[config.mk]
export PLATFORM = sky130hd
export DESIGN_NAME = uart_rx_fifo_flat
export DESIGN_NICKNAME = d
export VERILOG_FILES = /design/src/rtl/uart_rx_fifo_if.sv /design/src/rtl/uart_rx_fifo.sv /design/src/flat_wrapper.sv
export SDC_FILE = /design/constraint.sdc
export NUM_CORES = 1
export LEC_CHECK = 0
export BUFFER_PORTS_ARGS = -buffer_cell sky130_fd_sc_hd__buf_2
export CORE_ASPECT_RATIO = 1.1
export CORE_MARGIN = 2
export CORE_UTILIZATION = 35
export CTS_BUF_LIST = sky130_fd_sc_hd__clkbuf_8
export DETAILED_ROUTE_END_ITERATION = 10
export HOLD_SLACK_MARGIN = 0.08
export SETUP_SLACK_MARGIN = 0.1
export SLEW_MARGIN = 20
export SYNTH_ARGS = -nofsm -noshare
export SYNTH_HDL_FRONTEND = slang
export SYNTH_SLANG_ARGS = --single-unit
[constraint.sdc]
create_clock -name Clk -period 3.2 [get_ports Clk]
set_clock_uncertainty 0.15 [all_clocks]
set_input_delay 0.96 -clock Clk [delete_from_list [all_inputs] [get_ports Clk]]
set_output_delay 0.96 -clock Clk [all_outputs]
set_load 0.01 [all_outputs]
[src/rtl/uart_rx_fifo_if.sv]
// Host/receiver signal bundle for uart_rx_fifo.
// slave = the FIFO itself, master = whatever drives the receiver and host side.
`timescale 1ns/1ps
interface uart_rx_fifo_if #(
  parameter int CW = 5
);
  logic          RxDone;
  logic [7:0]    RxData;
  logic [3:0]    NBits;
  logic          RdReady;
  logic          OvfClr;
  logic          RdValid;
  logic [7:0]    RdData;
  logic [CW-1:0] Count;
  logic          Full;
  logic          Empty;
  logic          Overflow;

  modport slave (
    input  RxDone, RxData, NBits, RdReady, OvfClr,
    output RdValid, RdData, Count, Full, Empty, Overflow
  );

  modport master (
    output RxDone, RxData, NBits, RdReady, OvfClr,
    input  RdValid, RdData, Count, Full, Empty, Overflow
  );
endinterface

[src/rtl/uart_rx_fifo.sv]
// Edge-captured, right-aligned UART byte buffer with FWFT valid/ready read side.
// Define UART_RX_FIFO_OVERWRITE_EN to replace the oldest entry on overflow instead of dropping.
`timescale 1ns/1ps
module uart_rx_fifo #(
  parameter int DEPTH = 16,
  parameter int CW    = 5
) (
  input logic           Clk,
  input logic           Rst,
  uart_rx_fifo_if.slave bus
);
  localparam int AW = $clog2(DEPTH);

  logic [7:0]    mem [DEPTH];
  logic [AW-1:0] wr_ptr;
  logic [AW-1:0] rd_ptr;
  logic [CW-1:0] count;
  logic          rxdone_q;
  logic          overflow;
  logic          full;
  logic          empty;
  logic          wr;
  logic          pop;
  logic          ovf_evt;
  logic          mem_we;
  logic          cnt_inc;

  function automatic logic [7:0] align_byte(input logic [7:0] d, input logic [3:0] nb);
    case (nb)
      4'd5:    return {3'b000, d[7:3]};
      4'd6:    return {2'b00, d[7:2]};
      4'd7:    return {1'b0, d[7:1]};
      default: return d;
    endcase
  endfunction

  assign full    = (count == CW'(DEPTH));
  assign empty   = (count == '0);
  assign wr      = bus.RxDone & ~rxdone_q;
  assign pop     = ~empty & bus.RdReady;
  assign ovf_evt = wr & full & ~pop;
  assign cnt_inc = wr & ~ovf_evt;

`ifdef UART_RX_FIFO_OVERWRITE_EN
  assign mem_we = wr;
`else
  assign mem_we = cnt_inc;
`endif

  // Storage carries no reset; only entries behind a valid count are ever read.
  always_ff @(posedge Clk) begin
    if (mem_we) mem[wr_ptr] <= align_byte(bus.RxData, bus.NBits);
  end

  // rxdone_q resets high so a RxDone already asserted at release is not taken as an edge.
  always_ff @(posedge Clk or posedge Rst) begin
    if (Rst) begin
      wr_ptr   <= '0;
      rd_ptr   <= '0;
      count    <= '0;
      rxdone_q <= 1'b1;
      overflow <= 1'b0;
    end else begin
      rxdone_q <= bus.RxDone;
      if (mem_we) wr_ptr <= wr_ptr + AW'(1);
`ifdef UART_RX_FIFO_OVERWRITE_EN
      if (pop || ovf_evt) rd_ptr <= rd_ptr + AW'(1);
`else
      if (pop) rd_ptr <= rd_ptr + AW'(1);
`endif
      case ({cnt_inc, pop})
        2'b10:   count <= count + CW'(1);
        2'b01:   count <= count - CW'(1);
        default: count <= count;
      endcase
      if (ovf_evt)         overflow <= 1'b1;
      else if (bus.OvfClr) overflow <= 1'b0;
    end
  end

  assign bus.RdValid  = ~empty;
  assign bus.RdData   = empty ? 8'h00 : mem[rd_ptr];
  assign bus.Count    = count;
  assign bus.Full     = full;
  assign bus.Empty    = empty;
  assign bus.Overflow = overflow;
endmodule

[src/flat_wrapper.sv]
// flat-port wrapper written by rule: the top's interface ports become plain ports
module uart_rx_fifo_flat 
#(
  parameter int DEPTH = 16,
  parameter int CW    = 5
)
  (Clk, Rst, bus_RxDone, bus_RxData, bus_NBits, bus_RdReady, bus_OvfClr, bus_RdValid, bus_RdData, bus_Count, bus_Full, bus_Empty, bus_Overflow);
  uart_rx_fifo_if #(.CW(CW)) bus_i ();
  input logic Clk;
  input logic Rst;
  input wire logic [$bits(bus_i.RxDone)-1:0] bus_RxDone;
  input wire logic [$bits(bus_i.RxData)-1:0] bus_RxData;
  input wire logic [$bits(bus_i.NBits)-1:0] bus_NBits;
  input wire logic [$bits(bus_i.RdReady)-1:0] bus_RdReady;
  input wire logic [$bits(bus_i.OvfClr)-1:0] bus_OvfClr;
  output wire logic [$bits(bus_i.RdValid)-1:0] bus_RdValid;
  output wire logic [$bits(bus_i.RdData)-1:0] bus_RdData;
  output wire logic [$bits(bus_i.Count)-1:0] bus_Count;
  output wire logic [$bits(bus_i.Full)-1:0] bus_Full;
  output wire logic [$bits(bus_i.Empty)-1:0] bus_Empty;
  output wire logic [$bits(bus_i.Overflow)-1:0] bus_Overflow;
  assign bus_i.RxDone = bus_RxDone;
  assign bus_i.RxData = bus_RxData;
  assign bus_i.NBits = bus_NBits;
  assign bus_i.RdReady = bus_RdReady;
  assign bus_i.OvfClr = bus_OvfClr;
  assign bus_RdValid = bus_i.RdValid;
  assign bus_RdData = bus_i.RdData;
  assign bus_Count = bus_i.Count;
  assign bus_Full = bus_i.Full;
  assign bus_Empty = bus_i.Empty;
  assign bus_Overflow = bus_i.Overflow;
  uart_rx_fifo #(.DEPTH(DEPTH), .CW(CW)) u_core (.Clk(Clk), .Rst(Rst), .bus(bus_i));
endmodule
# Word level (Yosys, flattened, before mapping)
# Memory sizes are Yosys's and may differ from the RTL's.
# Cells that the tools add are included.
# word_totals
ff_bits	15
latchBits	0
mem_bits_rw	128
rom_bits	0
in_bits	17
output_inout_bits	17
elab_cells	36
mem_count	1
# op_classes
add_sub_neg	4
mul	0
n_div	0
magnitude_cmp	0
eq_ne	6
shift	0
mux	8
n_bitwise	9
reduce_logical	3
# mem_list
memory	depth	word_bits	rd	rd_ports_with_merged_regs	write_ports	line	text
u_core.mem	16	8	1	0	1	uart_rx_fifo.sv:14	logic [7:0] mem [DEPTH];
# ops
operator	n
$pmux W8 S3	1
$mux W8	2
$eq A4 B3 Y1 const B	3
$pmux W5 S2	1
$add A4 B1 Y4 const B	2
$add A5 B1 Y5 const B	1
$and A1 B1 Y1	5
$eq A5 B5 Y1 const B	1
$logic_not A5 Y1	1
$sub A5 B1 Y5 const B	1
$mux W1	4
$not A1 Y1	4
$reduce_bool A2 Y1	2
$eq A2 B1 Y1 const B	1
$eq A2 B2 Y1 const B	1

# Logic depth before layout (Yosys ltp)
# Gate-level depths: netlist of run 1.
# depth
depth_word	9
ltp_mapped	10
mapped_depth_nobuf	10

# Worst setup path after synthesis of run 1
# Ideal clock, no wire load.
# synth_path
path_type	input-to-reg
start	input port bus_RxDone
end	register u_core.count[4] (netlist: u_core.bus.Count[4])
setup_time_ns	0.126
t_arrival_ns	2.557
required_ns	2.924
path_slack_ns	0.367
cell_stages	7
n_path_buf	0
path_cell_list	nand2b_1 -> nand3_1 -> fa_1 -> nand2b_1 -> o2bb2ai_1 -> or3_1 -> a311o_1
# synth_via
elab_chain_cells	7
word_cells_on_any_way	9
classes_between	2 x eq/ne; 1 x mux; 5 x bitwise; 1 x reduce/logical
# synth_lines
item	line	text
from (decl)	flat_wrapper.sv:11	input wire logic [$bits(bus_i.RxDone)-1:0] bus_RxDone;
$and A1 B1 Y1 (*)	uart_rx_fifo.sv:39	assign wr = bus.RxDone & ~rxdone_q;
$and A1 B1 Y1 (2 in series)	uart_rx_fifo.sv:41	assign ovf_evt = wr & full & ~pop;
$not A1 Y1	uart_rx_fifo.sv:42	assign cnt_inc = wr & ~ovf_evt;
$and A1 B1 Y1 (*)	uart_rx_fifo.sv:42	
$eq A2 B1 Y1 or $eq A2 B2 Y1 (tied branches)	uart_rx_fifo.sv:71	case ({cnt_inc, pop})
$pmux W5 S2 or $reduce_bool A2 Y1 (tied branches)	n/a	
to (signal assigned)	uart_rx_fifo.sv:72	2'b10: count <= count + CW'(1);
to (signal assigned)	uart_rx_fifo.sv:73	2'b01: count <= count - CW'(1);
to (signal assigned)	uart_rx_fifo.sv:74	default: count <= count;
to (decl)	uart_rx_fifo.sv:17	logic [CW-1:0] count;
# Every way passes the cells marked *; elsewhere a longest branch is shown, timed or not.
# A chain may end at the register's enable or synchronous reset.

# Worst setup path after layout of run 1
# layout_path
start	register u_core.rd_ptr[0]
end	output port bus_RdData[3]
# layout_via
elab_chain_cells	2
# layout_lines
item	line	text
from (decl)	uart_rx_fifo.sv:16	logic [AW-1:0] rd_ptr;
from (signal assigned)	uart_rx_fifo.sv:69	if (pop) rd_ptr <= rd_ptr + AW'(1);
$mem_v2 Z16 W8	n/a	
$mux W8	uart_rx_fifo.sv:82	assign bus.RdData = empty ? 8'h00 : mem[rd_ptr];
to (decl)	flat_wrapper.sv:17	output wire logic [$bits(bus_i.RdData)-1:0] bus_RdData;
# Every way passes these cells.

==> results.cfg, run 1 <==
[status]
status = finished with violations
violations = setup timing

[grt]
grt_pass1_wl_mm = 19.1
grt_pass1_vias = 3367
antenna_found_initial = 0
grt_util_all_layers_pct = 14.2
grt-ovfl-total = 0
grt_start_max_net_pins = 28

[logic_synthesis]
synth_warnings = 0
ys_ff_latch = 143
yosysUniqueCellTypes = 40
synth_ff_type = edfxtp_1
yosysSeqAreaShare_pct = 68.4
synthesis.nets = 362
synth_area_um2 = 6170
netlist_instances = 336
async_flop_share_pct = 10.5
synth_edf_count = 128
postSynthAreaPerCell_um2 = 18.4

[setup_path]
crit_path_end_kind = output pin
cp_slowest_cell = mux4_1
worstSetupStartpointType = flop
path_cells = buf_6 > mux4_1 > mux2_2 > o21ai_1 > a21oi_2 > buf_2
cp.required_ns = 2.09
crit_buf_inv = 2
arrival_ns = 2.26
critPathMaxStageDelay_ns = 0.53
cp_max_fo = 7
cpLargestDelayFamily = multiplexers
path_class = reg2out

[timing]
setup_ws_ns = -0.169
tightest_slew_ns = 0.754
finalHoldViolations = 0
hold-worst-slack_ns = 0.380
timing.setup.tns_ns = -1.23
slew_viol_final = 0
fmax_mhz = 297
period_share_pct = 105
slew_headroom_pct = 49.8
rsz0062_at_grt = true
post-route-min-period_ns = 3.37
setup_violations = 8

[drt]
viasPerCell = 5.10
met2_length_mm = 5.83
drt_iter0_drc = 361
routed.top_layer = met4
drt_wl_total_mm = 12.2
vias = 3240
drc = 0
dr.pass1.iters = 5
detail-route-antenna-nets = 0
wl_per_cell_um = 19.2
met3_length_um = 754
drt-met1-wl_mm = 5.49

[die]
die-area_um2 = 18700
die_h_um = 143
ioPinCount = 34
core_area_um2 = 17100
die_w_um = 131
start_util_pct = 36.0
row_count = 50

[place]
dp.final_hpwl_mm = 7.90
place_inst = 598
place.gp.congestion = 0.776
io_buffers = 33

[final_layout]
final_common_cell = edfxtp_1
multi_input_area_um2 = 1840
final_core_util_pct = 41.5
antenna_cells = 0
mostFrequentLayoutCells = edfxtp_1, buf_2, mux4_2, clkbuf_8
area_delta_synth_final_pct = 15.3
nets = 414
seqCellArea_um2 = 4220
drive_gt1_share_pct = 29.9
fillers = 1568
fin_cells = 635

[clocking]
clk_latency_ns = 0.44
cts_root_buf = clkbuf_8
cts.clk_slew.worst_paths_ns = 0.07
clock-sinks = 143
htree_levels = 4
cts_made_buffers = 17
clockBufferDepth = 2
cts_tree = done

[power]
power_density_nw_per_um2 = 813
irDropWorstVdd_mv = 0.340
total_power_uw = 5780
leakagePower_uw = 0.00251

[min_path]
min_path_type = reg2reg

[job]
drv_cap = 0
[metal layers]
layer,GRT usage (%),vias up
met5,0,-
met4,3.86,0
met3,3.86,13
met2,21.7,106
met1,20.1,1667
li1,-,1454
[sequential cells by signal, indices dropped and copies added, names as in the netlist]
| register | flops |
|---|---|
| u_core.rd_ptr | 4 |
| u_core.rxdone_q | 1 |
| u_core.mem | 128 |
| u_core.wr_ptr | 4 |
| u_core.bus.Overflow | 1 |
| u_core.bus.Count | 5 |
[where the power goes]
group | switching [uW] | internal [uW]
Clock | 673 | 685
Combinational | 982 | 1030
Sequential | 180 | 2230
[what timing repair did]
item | in CTS | in global routing
pin swaps | 0 | 0
buffers inserted | 5 | 1
hold buffers | 0 | 0
gates resized for setup | 21 | 4
endpoints found under the setup margin | 8 | 8
[cells in the mapped netlist, types with 2 or more instances]
cell / instances / area, um^2
mux2i_1: 15 / 150
a211oi_1: 5 / 37.5
nand4_1: 2 / 12.5
nor3_1: 2 / 10.0
o21ai_1: 4 / 20.0
ha_1: 8 / 100
mux4_2: 11 / 248
clkbuf_1: 7 / 26.3
buf_2: 5 / 25.0
buf_6: 2 / 22.5
dfrtp_1: 14 / 350
nand2_1: 8 / 30.0
mux2_2: 11 / 124
nand3_1: 6 / 30.0
xnor2_1: 8 / 70.1
nand2b_1: 3 / 18.8
o21ai_0: 7 / 35.0
inv_1: 8 / 30.0
nor2b_1: 7 / 43.8
mux4_1: 21 / 552
nor2_1: 4 / 15.0
a21oi_1: 15 / 75.1
and2_1: 14 / 87.6
edfxtp_1: 128 / 3840
and3_1: 6 / 37.5
[logic make-up (layout without fill, tap and decap cells)]
logic type      Yosys count  count (layout)  synth area share, %
flops                   143             143                 68.4
mux                      58              58                 17.4
simple gates             57              57                 5.44
compound gates           36              36                 3.39
buf+inv                  24              89                 2.13
fa+ha+maj                 9               9                 1.95
xor+xnor                  9               9                 1.28
[final timing paths]
check                      cells past startpoint             endpoint  slack, ns                start
min in group asynchronous                      2  u_core.bus.Count[1]       0.43                  Rst
min                                            1     u_core.rd_ptr[3]       0.38     u_core.rd_ptr[3]
max reg2reg                                    9  u_core.bus.Count[4]       0.46  u_core.bus.Count[0]
max in group asynchronous                      2     u_core.rd_ptr[0]       2.04                  Rst
max                                            6        bus_RdData[3]      -0.17     u_core.rd_ptr[0]
min reg2reg                                    1     u_core.rd_ptr[3]       0.38     u_core.rd_ptr[3]
[area by class of cell]
| type | count | area share (%) |
|---|---|---|
| multi-input cells | 169 | 25.9 |
| flip-flops and latches | 143 | 59.4 |
| inverters | 8 | 0.422 |
| well taps | 234 | 4.12 |
| repair buffers | 49 | 4.87 |
| clock buffers | 17 | 3.29 |
| clock inverters | 15 | 2.06 |
[through the flow]
step,cell area [um^2],setup slack [ns]
after floorplan,6170,0.367
after global placement,6650,0.198
after detailed placement,6650,0.0457
after CTS,7080,-0.204
after global routing,7110,-0.284
final,7110,-0.169
(Power assumes the default switching activity.)
==> run 2, diff against run 1 <==
==> constraint.sdc (replaced) <==
create_clock -name Clk -period 3.4 [get_ports Clk]
set_clock_uncertainty 0.15 [all_clocks]
set_input_delay 1.02 -clock Clk [delete_from_list [all_inputs] [get_ports Clk]]
set_output_delay 1.02 -clock Clk [all_outputs]
set_load 0.01 [all_outputs]
==> results.cfg, run 2 (synthesized netlist as in run 1, its figures left out) <==
[status]
status = finished with violations
violations = setup timing

[timing]
period_share_pct = 102
post-route-min-period_ns = 3.47
slew_headroom_pct = 45.7
hold-worst-slack_ns = 0.325
slew_viol_final = 0
setup_violations = 8
tightest_slew_ns = 0.815
rsz0062_at_grt = true
fmax_mhz = 289
finalHoldViolations = 0
setup_ws_ns = -0.0661

[die]
die-area_um2 = 18700
ioPinCount = 34
core_area_um2 = 17100
die_h_um = 143
start_util_pct = 36.0
row_count = 50
die_w_um = 131

[power]
power_density_nw_per_um2 = 788
irDropWorstVdd_mv = 0.356
total_power_uw = 5660
leakagePower_uw = 0.00251

[setup_path]
cp_max_fo = 7
arrival_ns = 2.30
path_class = reg2out
crit_path_end_kind = output pin
r2r_slack_ns = 0.65
worstSetupStartpointType = flop
cp.required_ns = 2.23
worst_r2r_path_depth = 9

[min_path]
whs_path_depth = 1
min_path_type = reg2reg

[place]
dp.final_hpwl_mm = 7.75
io_buffers = 33
place.gp.congestion = 0.745
dp_slack_ns = 0.176
place_inst = 595

[drt]
drt_iter0_drc = 320
drt_wl_total_mm = 12.5
wl_per_cell_um = 19.8
dr.pass1.iters = 4
viasPerCell = 5.03
detail-route-antenna-nets = 0
vias = 3186
drc = 0

[final_layout]
largest_register_ffs = 128
final_core_util_pct = 41.9
area_delta_synth_final_pct = 16.4
final_common_cell = edfxtp_1
drive_gt1_share_pct = 32.6
fillers = 1568
antenna_cells = 0
fin_cells = 633
mostFrequentLayoutCells = edfxtp_1, buf_2, mux4_2, clkbuf_8, and2_1
top_register = u_core.mem
nets = 412

[grt]
grt_pass1_wl_mm = 19.1
grt-ovfl-total = 0
grt_util_all_layers_pct = 14.4
grt_pass1_vias = 3263
grt_start_max_net_pins = 28
antenna_found_initial = 0

[clocking]
clock-sinks = 143
cts_root_buf = clkbuf_8
clockBufferDepth = 2
cts_made_buffers = 17
cts_tree = done
clk_latency_ns = 0.43
cts.clk_slew.worst_paths_ns = 0.07
htree_levels = 4

[job]
drv_cap = 0
run 2: cell count changes in the layout (fill, tap and decap cells not counted), sizes merged:
cell,change
buf,-2
bufinv,+1
inv,-1
run 2: cell type report:
type,instances,area (um^2),share of cell area [%]
clock buffer,17,234,3.26
tap,234,293,4.08
multi-input combinational,169,1860,25.9
inverter,8,30.0,0.418
timing repair buffer,47,373,5.19
clock inverter,15,169,2.35
sequential,143,4220,58.8
run 2: worst paths after layout:
check / from / to
max: u_core.rd_ptr[0] / bus_RdData[5]
min: u_core.rd_ptr[3] / u_core.rd_ptr[3]
max reg2reg: u_core.bus.Count[0] / u_core.bus.Count[4]
min reg2reg: u_core.rd_ptr[3] / u_core.rd_ptr[3]
max in group asynchronous: Rst / u_core.rd_ptr[0]
min in group asynchronous: Rst / u_core.bus.Count[2]
run 2: per-layer routing:
| metal | wire length (um) | up-vias | GRT usage, % |
|---|---|---|---|
| met5 | 0 | - | 0 |
| met4 | 63 | 0 | 4.20 |
| met3 | 739 | 4 | 4.08 |
| met2 | 5980 | 106 | 22.2 |
| met1 | 5730 | 1632 | 19.9 |
| li1 | - | 1444 | - |
run 2: per-stage QoR:
stage                     cell area (um^2)  TNS [ns]
after floorplan                       6170         0
after global placement                6610         0
after detailed placement              6620         0
after CTS                             7150    -0.783
after global routing                  7180     -1.16
final                                 7180    -0.338
run 2: critical path: stages, from the launching register on:
cell and delay [ns]:
dfrtp_2 0.46, buf_12 0.13, buf_16 0.13, mux4_2 0.52, mux2_4 0.28, o21ai_2 0.13
a21oi_2 0.05, buf_2 0.17
run 2: report_power, final:
group	leakage [uW]	internal (uW)	switching, uW
logic	0.000981	1060	972
clock network	0.000194	719	637
registers	0.00133	2100	172
run 2: repair_timing:
action / in CTS / in global routing
setup buffers: 4 / 0
resized for setup: 28 / 7
gates cloned: 2 / 0
endpoints found under the setup margin: 8 / 8
hold buffers: 0 / 0
pin swaps: 3 / 2
